File: src/rtl/instr_sequencer_if.sv
// Control/handshake bundle between the instruction sequencer and the datapath/memories.
// The master side is the sequencer; the slave side is the surrounding datapath.
interface instr_sequencer_if #(
    parameter int CNT_W = 16
);
    logic             run;
    logic [5:0]       op;
    logic             zero;
    logic             imem_ready;
    logic             dmem_ready;
    logic             imem_req;
    logic             ir_load;
    logic             reg_re;
    logic             alu_en;
    logic             dmem_req;
    logic             dmem_we;
    logic             reg_we;
    logic [1:0]       wb_sel;
    logic             pc_write;
    logic [1:0]       pc_sel;
    logic [CNT_W-1:0] instr_count;
    logic             fault;
    logic [1:0]       fault_code;
    logic [2:0]       state;

    modport master (
        input  run, op, zero, imem_ready, dmem_ready,
        output imem_req, ir_load, reg_re, alu_en, dmem_req, dmem_we, reg_we,
               wb_sel, pc_write, pc_sel, instr_count, fault, fault_code, state
    );

    modport slave (
        output run, op, zero, imem_ready, dmem_ready,
        input  imem_req, ir_load, reg_re, alu_en, dmem_req, dmem_we, reg_we,
               wb_sel, pc_write, pc_sel, instr_count, fault, fault_code, state
    );
endinterface

File: src/rtl/instr_sequencer.sv
// Multi-cycle fetch/decode/execute/memory/writeback control FSM with retire counter
// and sticky trap on illegal opcodes or memory handshake timeouts.
module instr_sequencer #(
    parameter int CNT_W       = 16,
    parameter int MEM_TIMEOUT = 15
) (
    input  logic             clk,
    input  logic             rst,
    instr_sequencer_if.master bus
);
    localparam logic [2:0] IDLE   = 3'd0;
    localparam logic [2:0] FETCH  = 3'd1;
    localparam logic [2:0] DECODE = 3'd2;
    localparam logic [2:0] EXEC   = 3'd3;
    localparam logic [2:0] MEM    = 3'd4;
    localparam logic [2:0] WB     = 3'd5;
    localparam logic [2:0] TRAP   = 3'd6;

    localparam int WAIT_W = (MEM_TIMEOUT < 2) ? 1 : $clog2(MEM_TIMEOUT + 1);
    localparam logic [WAIT_W-1:0] WAIT_LAST = WAIT_W'(MEM_TIMEOUT - 1);

    logic [2:0]       state_q;
    logic [5:0]       op_q;
    logic [WAIT_W-1:0] wait_q;
    logic [CNT_W-1:0] count_q;
    logic             fault_q;
    logic [1:0]       code_q;

    logic is_r, is_beq, is_lw, is_sw, is_j, is_lui;
    logic retire;
    logic legal_op;

    assign is_r   = (op_q == 6'b000000);
    assign is_beq = (op_q == 6'b000001);
    assign is_lw  = (op_q == 6'b000010) || (op_q == 6'b000110);
    assign is_sw  = (op_q == 6'b000011);
    assign is_j   = (op_q == 6'b000100);
    assign is_lui = (op_q == 6'b000101);

    assign legal_op = (bus.op inside {6'b000000, 6'b000001, 6'b000010, 6'b000011,
                                      6'b000100, 6'b000101, 6'b000110});

    // Every retire cycle is also the only cycle in which pc_write is raised.
    assign retire = ((state_q == EXEC) && (is_beq || is_j)) ||
                    ((state_q == MEM)  && is_sw && bus.dmem_ready) ||
                    (state_q == WB);

    always_ff @(posedge clk) begin
        if (rst) begin
            state_q <= IDLE;
            op_q    <= '0;
            wait_q  <= '0;
            count_q <= '0;
            fault_q <= 1'b0;
            code_q  <= 2'b00;
        end else if (retire) begin
            count_q <= count_q + 1'b1;
            wait_q  <= '0;
            state_q <= bus.run ? FETCH : IDLE;
        end else begin
            case (state_q)
                IDLE: begin
                    if (bus.run) begin
                        state_q <= FETCH;
                        wait_q  <= '0;
                    end
                end
                FETCH: begin
                    // A ready in the final allowed cycle still wins over the timeout.
                    if (bus.imem_ready) begin
                        state_q <= DECODE;
                    end else if (wait_q == WAIT_LAST) begin
                        state_q <= TRAP;
                        fault_q <= 1'b1;
                        code_q  <= 2'b10;
                    end else begin
                        wait_q <= wait_q + 1'b1;
                    end
                end
                DECODE: begin
                    op_q <= bus.op;
                    if (legal_op) begin
                        state_q <= EXEC;
                    end else begin
                        state_q <= TRAP;
                        fault_q <= 1'b1;
                        code_q  <= 2'b01;
                    end
                end
                EXEC: begin
                    if (is_lw || is_sw) begin
                        state_q <= MEM;
                        wait_q  <= '0;
                    end else begin
                        state_q <= WB;
                    end
                end
                MEM: begin
                    if (bus.dmem_ready) begin
                        state_q <= WB;
                    end else if (wait_q == WAIT_LAST) begin
                        state_q <= TRAP;
                        fault_q <= 1'b1;
                        code_q  <= 2'b11;
                    end else begin
                        wait_q <= wait_q + 1'b1;
                    end
                end
                TRAP:    state_q <= TRAP;
                default: state_q <= IDLE;
            endcase
        end
    end

    always_comb begin
        bus.imem_req = 1'b0;
        bus.ir_load  = 1'b0;
        bus.reg_re   = 1'b0;
        bus.alu_en   = 1'b0;
        bus.dmem_req = 1'b0;
        bus.dmem_we  = 1'b0;
        bus.reg_we   = 1'b0;
        bus.wb_sel   = 2'b00;
        bus.pc_write = 1'b0;
        bus.pc_sel   = 2'b00;
        case (state_q)
            FETCH: begin
                bus.imem_req = 1'b1;
                bus.ir_load  = bus.imem_ready;
            end
            DECODE: bus.reg_re = 1'b1;
            EXEC: begin
                bus.alu_en = is_r || is_beq || is_lw || is_sw;
                if (is_beq) begin
                    bus.pc_write = 1'b1;
                    bus.pc_sel   = bus.zero ? 2'b01 : 2'b00;
                end else if (is_j) begin
                    bus.pc_write = 1'b1;
                    bus.pc_sel   = 2'b10;
                end
            end
            MEM: begin
                bus.dmem_req = 1'b1;
                bus.dmem_we  = is_sw;
                bus.pc_write = is_sw && bus.dmem_ready;
            end
            WB: begin
                bus.reg_we   = 1'b1;
                bus.pc_write = 1'b1;
                bus.wb_sel   = is_lw ? 2'b01 : (is_lui ? 2'b10 : 2'b00);
            end
            default: ;
        endcase
    end

    assign bus.instr_count = count_q;
    assign bus.fault       = fault_q;
    assign bus.fault_code  = code_q;
    assign bus.state       = state_q;
endmodule

File: src/flat_wrapper.sv
// flat-port wrapper written by rule: the top's interface ports become plain ports
module instr_sequencer_flat 
#(
    parameter int CNT_W       = 16,
    parameter int MEM_TIMEOUT = 15
)
  (clk, rst, bus_run, bus_op, bus_zero, bus_imem_ready, bus_dmem_ready, bus_imem_req, bus_ir_load, bus_reg_re, bus_alu_en, bus_dmem_req, bus_dmem_we, bus_reg_we, bus_wb_sel, bus_pc_write, bus_pc_sel, bus_instr_count, bus_fault, bus_fault_code, bus_state);
  instr_sequencer_if #(.CNT_W(CNT_W)) bus_i ();
  input  logic clk;
  input  logic rst;
  input wire logic [$bits(bus_i.run)-1:0] bus_run;
  input wire logic [$bits(bus_i.op)-1:0] bus_op;
  input wire logic [$bits(bus_i.zero)-1:0] bus_zero;
  input wire logic [$bits(bus_i.imem_ready)-1:0] bus_imem_ready;
  input wire logic [$bits(bus_i.dmem_ready)-1:0] bus_dmem_ready;
  output wire logic [$bits(bus_i.imem_req)-1:0] bus_imem_req;
  output wire logic [$bits(bus_i.ir_load)-1:0] bus_ir_load;
  output wire logic [$bits(bus_i.reg_re)-1:0] bus_reg_re;
  output wire logic [$bits(bus_i.alu_en)-1:0] bus_alu_en;
  output wire logic [$bits(bus_i.dmem_req)-1:0] bus_dmem_req;
  output wire logic [$bits(bus_i.dmem_we)-1:0] bus_dmem_we;
  output wire logic [$bits(bus_i.reg_we)-1:0] bus_reg_we;
  output wire logic [$bits(bus_i.wb_sel)-1:0] bus_wb_sel;
  output wire logic [$bits(bus_i.pc_write)-1:0] bus_pc_write;
  output wire logic [$bits(bus_i.pc_sel)-1:0] bus_pc_sel;
  output wire logic [$bits(bus_i.instr_count)-1:0] bus_instr_count;
  output wire logic [$bits(bus_i.fault)-1:0] bus_fault;
  output wire logic [$bits(bus_i.fault_code)-1:0] bus_fault_code;
  output wire logic [$bits(bus_i.state)-1:0] bus_state;
  assign bus_i.run = bus_run;
  assign bus_i.op = bus_op;
  assign bus_i.zero = bus_zero;
  assign bus_i.imem_ready = bus_imem_ready;
  assign bus_i.dmem_ready = bus_dmem_ready;
  assign bus_imem_req = bus_i.imem_req;
  assign bus_ir_load = bus_i.ir_load;
  assign bus_reg_re = bus_i.reg_re;
  assign bus_alu_en = bus_i.alu_en;
  assign bus_dmem_req = bus_i.dmem_req;
  assign bus_dmem_we = bus_i.dmem_we;
  assign bus_reg_we = bus_i.reg_we;
  assign bus_wb_sel = bus_i.wb_sel;
  assign bus_pc_write = bus_i.pc_write;
  assign bus_pc_sel = bus_i.pc_sel;
  assign bus_instr_count = bus_i.instr_count;
  assign bus_fault = bus_i.fault;
  assign bus_fault_code = bus_i.fault_code;
  assign bus_state = bus_i.state;
  instr_sequencer #(.CNT_W(CNT_W), .MEM_TIMEOUT(MEM_TIMEOUT)) u_core (.clk(clk), .rst(rst), .bus(bus_i));
endmodule
File: config.mk
export PLATFORM = sky130hd
export DESIGN_NAME = instr_sequencer_flat
export DESIGN_NICKNAME = d
export VERILOG_FILES = /design/src/rtl/instr_sequencer_if.sv /design/src/rtl/instr_sequencer.sv /design/src/flat_wrapper.sv
export SDC_FILE = /design/constraint.sdc
export NUM_CORES = 1
export LEC_CHECK = 0
export CORE_ASPECT_RATIO = 1.5
export CORE_UTILIZATION = 30
export DETAILED_ROUTE_END_ITERATION = 6
export PLACE_DENSITY = 0.54
export SLEW_MARGIN = 20
export SYNTH_ARGS = -nofsm -noshare
export SYNTH_HDL_FRONTEND = slang
export SYNTH_SLANG_ARGS = --single-unit
File: constraint.sdc
create_clock -name clk -period 4.2 [get_ports clk]
set_clock_uncertainty 0.2 [all_clocks]
set_input_delay 0.84 -clock clk [delete_from_list [all_inputs] [get_ports clk]]
set_output_delay 0.84 -clock clk [all_outputs]
set_load 0.005 [all_outputs]
# Word-level counts from Yosys, hierarchy flattened

Cells that the tools add are included.

Bits in registers: 32
Output and inout port bits: 34

Add/subtract/negate cells: 2
Equality and inequality tests: 27
Muxes and demuxes: 43
Bitwise operators: 1
Reductions and logical operators: 23

Operators with widths:

| kind                    | count |
|---|---|
| $eq A6 B3 Y1 const B    | 6 |
| $eq A6 B2 Y1 const B    | 4 |
| $mux W2                 | 11 |
| $mux W4                 | 5 |
| $mux W3                 | 6 |
| $pmux W3 S6             | 1 |
| $add A16 B1 Y16 const B | 1 |
| $mux W1                 | 16 |
| $pmux W4 S4             | 1 |
| $eq A6 B1 Y1 const B    | 2 |
| $logic_not A6 Y1        | 2 |
| $ne A2 B2 Y1 const B    | 6 |
| $reduce_and A5 Y1       | 2 |
| $eq A3 B3 Y1 const B    | 3 |
| $logic_or A1 B1 Y1      | 8 |
| $reduce_and A7 Y1       | 1 |
| $reduce_bool A7 Y1      | 1 |
| $eq A3 B2 Y1 const B    | 2 |
| $pmux W1 S3             | 2 |
| $pmux W2 S3             | 1 |
| $add A4 B1 Y4 const B   | 1 |
| $eq A4 B4 Y1 const B    | 1 |
| $logic_and A1 B1 Y1     | 4 |
| $reduce_bool A4 Y1      | 1 |
| other kinds (8)         | 8 |

# Longest topological paths before layout

Gate-level depths: netlist of the first run.

Word-level depth: 7
Depth in mapped cells: 7
Mapped depth without buffers: 7

# Worst setup path before layout of the first run

No wires, ideal clock.

Path kind: input to output
From: input bus_dmem_ready
To: output bus_pc_write
Arrival time: 1,390 ps
Setup slack: 1,770 ps
Stages: 3
Path buffers: 0
Cell sequence: and4bb_4 a31oi_4 nand2_2

Word-level cells in the longest chain between the ends: 2

RTL lines:

| what                | line                   | source |
|---|---|---|
| start: declaration  | flat_wrapper.sv:15     | `input wire logic [$bits(bus_i.dmem_ready)-1:0] bus_dmem_ready;` |
| $logic_and A1 B1 Y1 | instr_sequencer.sv:145 | `bus.pc_write = is_sw && bus.dmem_ready;` |
| $pmux W1 S3         | instr_sequencer.sv:126 | `case (state_q)` |
| end: declaration    | flat_wrapper.sv:24     | `output wire logic [$bits(bus_i.pc_write)-1:0] bus_pc_write;` |

No other way between the ends.

# Worst setup path after layout of the first run

Ends and elaborated chain as after synthesis.

==> results.sh, run 1 <==
export IMPL_tritoncts_num_sinks=32
export IMPL_std_cell_rows=35
export IMPL_synth_cell_area_mm2=0.00191
export IMPL_grt_pass1_wl_mm=7.53
export IMPL_power_switching_uw=247
export IMPL_cts_hold_fix_buffers=0
export IMPL_proportion_of_register_bits_with_asynchronous_set_or_reset_after_synthesis_pct=0
export IMPL_number_of_antenna_violations_at_the_first_check_in_global_routing=0
export IMPL_netlist_instances=218
export IMPL_ir_worst_vdd_uv=229
export IMPL_wirelength_per_cell_um=13.8
export IMPL_placement_cell_area_mm2=0.00241
export IMPL_diodes=0
export IMPL_dp_final_hpwl_mm=3.53
export IMPL_cts_buffers_inserted=5
export IMPL_critical_path_startpoint_type="input pin"
export IMPL_power_density_mw_per_mm2=350
export IMPL_yosys_warnings=0
export IMPL_crit_fanout=13
export IMPL_internal_power_uw=642
export IMPL_worst_ep_required_time_ps=3160
export IMPL_timing_hold_worst_class="reg2reg"
export IMPL_grt_max_degree=23
export IMPL_ys_dominant_reg_cell="dfxtp_1"
export IMPL_finish_instance_area_mm2=0.00254
export IMPL_timing_max_transition_violations_final=0
export IMPL_drive_above_1_share_pct=12.2
export IMPL_p_total_uw=889
export IMPL_outcome="complete, no violations"
export IMPL_ys_seq_elements=32
export IMPL_hold_viol_final=0
export IMPL_endpoint_kind="output port"
export IMPL_finalCritPeriodShare_pct=88.5
export IMPL_rsz0062_at_grt="false"
export IMPL_die_w_um=67.1
export IMPL_setup_worst_path_class="in2out"
export IMPL_yosysTopAreaCellShare_pct=33.6
export IMPL_sw_frac_of_total_pct=27.8
export IMPL_placedCellCount=328
export IMPL_power_clock_fraction_pct=36.2
export IMPL_synthTopCellsByArea="dfxtp_1 34%, a211oi_2 5.3%, xnor2_1 4.6%, nor2_1 4.5%, a21oi_1 3.7%"
export IMPL_report_final_setup_viol=0
export IMPL_num_vias=1732
export IMPL_design_die_area_mm2=0.00668
export IMPL_synth_edff_count=0
export IMPL_fillerInstances=642
export IMPL_synth_largest_area_cell="dfxtp_1"
export IMPL_syn_num_nets=233
export IMPL_flow_area_growth_from_synthesis_pct=33.2
export IMPL_comb_power_share_pct=23.8
export IMPL_multi_input_area_mm2=0.00118
export IMPL_avgSynthCellArea_um2=8.74
export IMPL_globalRouteTotalUtil_pct=14.7
export IMPL_placeableCoreArea_mm2=0.00613
export IMPL_grt_pass1_vias=1608
export IMPL_cts_tree="built"
export IMPL_leakage_nw=0.816
export IMPL_maxCapViolCount=0
export IMPL_port_buffers=45
export IMPL_post_drt_via_cell_ratio=5.15
export IMPL_cp_arrival_ps=2680
export IMPL_share_seq_of_total_power_pct=39.9
export IMPL_number_of_cell_instances_on_the_worst_register_to_register_path=5
export IMPL_cts_resized_gates=0
export IMPL_layout_cells_most_common="clkdlybuf4s50_1"
export IMPL_timing_setup_tns_ps=0
export IMPL_io_pins=46
export IMPL_postRouteWirelength_mm=4.63
export IMPL_finish_utilization_pct=41.4
export IMPL_drt_initial_drc_count=96
export IMPL_post_cts_repair_setup_buffers=0
export IMPL_ys_types=56
export IMPL_grt_overflow_total=0
export IMPL_number_of_h_tree_levels=2
export IMPL_antenna_violation_net_count_after_detailed_routing=0
export IMPL_timing_fmax_mhz=269
export IMPL_final_instance_count_without_filler_cells=336
export IMPL_clk_root_buffer_cell="clkbuf_8"
export IMPL_hold_slack_ps=264
export IMPL_nets=276
export IMPL_starting_density_pct=31.1
export IMPL_worst_slack_ps=481
export IMPL_slew_headroom_pct=55.3
export IMPL_die_height_um=99.6
export IMPL_max_clock_path_buffers=2
export IMPL_synth_seq_area_share_pct=33.6
export IMPL_final_cell_mix="45 x clkdlybuf4s50_1, 32 x dfxtp_1, 23 x nor2_1"
export IMPL_clk_insertion_delay_late_ps=280
export IMPL_worstMarginPinSlew_ps=668
export IMPL_clk_transition_reported_paths_ps=60
export IMPL_ff_latch_area_um2=641
export IMPL_layout_min_cycle_time_ps=3720
export IMPL_whs_path_cells=1
export IMPL_drcViolationCount=0
export IMPL_dp_worst_setup_slack_ps=484
export IMPL_drt_pass1_iter_count=4
export IMPL_routabilityCongestion=0.739
-- area by class of cell --
| cell class | count | area share (%) |
|---|---|---|
| tap | 74 | 3.65 |
| timing repair buffer | 48 | 18.6 |
| multi-input combinational | 166 | 46.3 |
| inverter | 8 | 1.18 |
| sequential | 32 | 25.2 |
| clock inverter | 1 | 1.18 |
| clock buffer | 7 | 3.79 |
-- per-layer routing --
layer | up-vias | track usage [%] | wire length [µm]
li1 | 872 | - | -
met1 | 823 | 18.1 | 2000
met2 | 31 | 25.1 | 2410
met3 | 6 | 2.18 | 158
met4 | 0 | 5.24 | 62
met5 | - | 0 | 0
-- cells in the mapped netlist (all sizes together), types with 6 or more instances --
library cell and count:
buf 7, nand2 14, a21oi 16, mux2i 6, dfxtp 32, a211oi 10
nand4 7, nor2 23, nor3 8, nand3 10, xnor2 10, inv 8
-- power by group through the flow --
stage          sequential, mW  clock (mW)  combinational (mW)
5_1_grt                 0.360       0.343               0.239
6_report                0.355       0.322               0.212
3_5_place_dp            0.362           0               0.214
4_1_cts                 0.355       0.333               0.215
2_1_floorplan           0.347           0               0.145
3_3_place_gp            0.363           0               0.214
-- state kept, by name, indices dropped and copies added, names as in the netlist --
register	count
u_core.bus.fault	1
u_core.bus.fault_code	2
u_core.bus.instr_count	16
u_core.bus.state	3
u_core.op_q	6
u_core.wait_q	4
-- worst paths after layout --
kind	end	startpoint	slack, ps
hold reg to reg	u_core.bus.fault_code[0]	u_core.bus.fault_code[0]	260
hold / removal	u_core.bus.fault_code[0]	u_core.bus.fault_code[0]	260
setup / recovery	bus_pc_write	bus_dmem_ready	480
setup reg to reg	u_core.bus.instr_count[13]	u_core.bus.state[1]	1620
-- cells by family after synthesis --
family,Yosys count,synth area share [%]
and+or+nand+nor,94,28.8
AOI/OAI and AO/OA,51,22.2
DFF,32,33.6
buffers and inverters,20,4.66
xor gates and xnor gates,11,5.06
muxes,7,3.74
adders and majority gates,3,1.97
-- worst max-delay path, cell delays in order --
cell and delay (ps):
clkdlybuf4s50_1 420, and4bb_4 220, a31oi_4 490, nand2_2 210
clkdlybuf4s50_1 490
Power figures use the tool's default switching activity.
==> inputs of run 2 (changes only) <==
- CORE_MARGIN: not set -> 2
- SKIP_LAST_GASP: not set -> 1
==> run 2 against run 1 <==
Net effect:
- routed wire length hardly changed
- flip-flop and latch count stayed put
- global-route usage is 0.68 points lower
- register-to-register slack about the same
- largest power group unchanged
==> results.sh, run 2 (synthesis gave the netlist of run 1 again) <==
export IMPL_sw_frac_of_total_pct=30.8
export IMPL_grt_max_degree=23
export IMPL_wirelength_per_cell_um=13.8
export IMPL_grt_pass1_vias=1710
export IMPL_antenna_violation_net_count_after_detailed_routing=0
export IMPL_power_density_mw_per_mm2=324
export IMPL_std_cell_rows=35
export IMPL_num_vias=1699
export IMPL_crit_path_top_delay_cell="clkdlybuf4s50_1"
export IMPL_clk_insertion_delay_late_ps=280
export IMPL_worstMarginPinSlew_ps=653
export IMPL_number_of_h_tree_levels=2
export IMPL_worst_ep_required_time_ps=3160
export IMPL_cts_buffers_inserted=5
export IMPL_layout_cells_most_common="clkdlybuf4s50_1"
export IMPL_dp_final_hpwl_mm=3.52
export IMPL_layout_min_cycle_time_ps=3700
export IMPL_ir_worst_vdd_uv=232
export IMPL_timing_fmax_mhz=270
export IMPL_cts_resized_gates=0
export IMPL_cp_slowest_stage_delay_ps=490
export IMPL_starting_density_pct=31.1
export IMPL_postRouteWirelength_mm=4.62
export IMPL_drt_pass1_iter_count=4
export IMPL_cp_cell_sequence="clkdlybuf4s50_1 > and4bb_4 > a31oi_4 > nand2_2 > clkdlybuf4s50_1"
export IMPL_share_seq_of_total_power_pct=45.1
export IMPL_io_pins=46
export IMPL_max_clock_path_buffers=2
export IMPL_internal_power_uw=559
export IMPL_power_clock_fraction_pct=30.2
export IMPL_report_final_setup_viol=0
export IMPL_hold_viol_final=0
export IMPL_flow_area_growth_from_synthesis_pct=31.1
export IMPL_post_cts_repair_setup_buffers=0
export IMPL_drcViolationCount=0
export IMPL_tritoncts_num_sinks=32
export IMPL_clk_root_buffer_cell="clkbuf_8"
export IMPL_globalRouteTotalUtil_pct=14.0
export IMPL_rsz0062_at_grt="false"
export IMPL_nets=275
export IMPL_dp_worst_setup_slack_ps=488
export IMPL_clk_transition_reported_paths_ps=70
export IMPL_grt_overflow_total=0
export IMPL_design_die_area_mm2=0.00702
export IMPL_finish_instance_area_mm2=0.00250
export IMPL_maxCapViolCount=0
export IMPL_comb_power_share_pct=24.7
export IMPL_leakage_nw=0.797
export IMPL_endpoint_kind="output port"
export IMPL_cp_arrival_ps=2660
export IMPL_cts_tree="built"
export IMPL_power_switching_uw=249
export IMPL_routabilityCongestion=0.720
export IMPL_timing_hold_worst_class="reg2reg"
export IMPL_final_cell_mix="45 x clkdlybuf4s50_1, 32 x dfxtp_1, 23 x nor2_1"
export IMPL_post_drt_via_cell_ratio=5.07
export IMPL_drt_initial_drc_count=124
export IMPL_critical_path_startpoint_type="input pin"
export IMPL_placeableCoreArea_mm2=0.00613
export IMPL_worst_slack_ps=498
export IMPL_crit_fanout=13
export IMPL_timing_setup_tns_ps=0
export IMPL_setup_worst_path_class="in2out"
export IMPL_outcome="complete, no violations"
export IMPL_grt_pass1_wl_mm=7.99
export IMPL_timing_max_transition_violations_final=0
export IMPL_finalCritPeriodShare_pct=88.1
export IMPL_number_of_antenna_violations_at_the_first_check_in_global_routing=0
export IMPL_die_height_um=102
export IMPL_placement_cell_area_mm2=0.00240
export IMPL_diodes=0
export IMPL_port_buffers=45
export IMPL_cts_hold_fix_buffers=0
export IMPL_drive_above_1_share_pct=11.9
export IMPL_critPathMostFrequentCell="clkdlybuf4s50_1"
export IMPL_die_w_um=69.1
export IMPL_slew_headroom_pct=56.4
export IMPL_largest_register_ffs=16
## run 2: changes by cell type in the layout (fill, tap and decap cells not counted), sizes merged
cell and change:
buf -1, bufinv -1, clkinv +2, clkbuf -1
## run 2: metal layers
metal / vias to the layer above / GRT usage [%] / wire length, µm
met1: 793 / 16.3 / 1990
met2: 31 / 26.0 / 2420
met3: 6 / 2.39 / 149
li1: 869 / - / -
met5: - / 0 / 0
met4: 0 / 4.52 / 69
## run 2: path summary, 6_finish.rpt
path	cells after the start	slack, ps	from	endpoint
worst max register to register	5	1620	u_core.bus.state[1]	u_core.bus.state[2]
worst min-delay path	1	270	u_core.bus.fault_code[0]	u_core.bus.fault_code[0]
worst min register to register	1	270	u_core.bus.fault_code[0]	u_core.bus.fault_code[0]
worst max-delay path	5	500	bus_dmem_ready	bus_pc_write
## run 2: final cells by class
cell class              instances  area, µm²
clock inverters                 2       10.0
multi-input cells             166       1180
clock buffers                   6       82.6
well taps                      74       92.6
flip-flops and latches         32        641
repair buffers                 47        465
fillers                       662       3630
inverters                       8       30.0
## run 2: metrics by stage
stage | std cells | total power [mW] | hold slack [ps] | util [%]
finish | 335 | 0.808 | 272 | 40.7
global route | 335 | 0.864 | 289 | 40.7
CTS | 335 | 0.821 | 279 | 40.7
detailed placement | 327 | 0.573 | 263 | 39.2
global placement | 327 | 0.573 | 258 | 39.2
floorplan | 218 | 0.492 | 265 | -
## run 2: critical path: cells and delay by family
| family | cells | cell delay [ps] |
|---|---|---|
| AND/OR/NAND/NOR | 2 | 420 |
| AO/OA/AOI/OAI | 1 | 480 |
| buffers and inverters | 2 | 920 |
## run 2: power groups by stage
stage	registers, mW	clock network (mW)	logic, mW
final	0.365	0.244	0.200
after global routing	0.371	0.268	0.225
after CTS	0.365	0.254	0.202
after detailed placement	0.372	0	0.201
after global placement	0.371	0	0.202
after floorplan	0.347	0	0.145
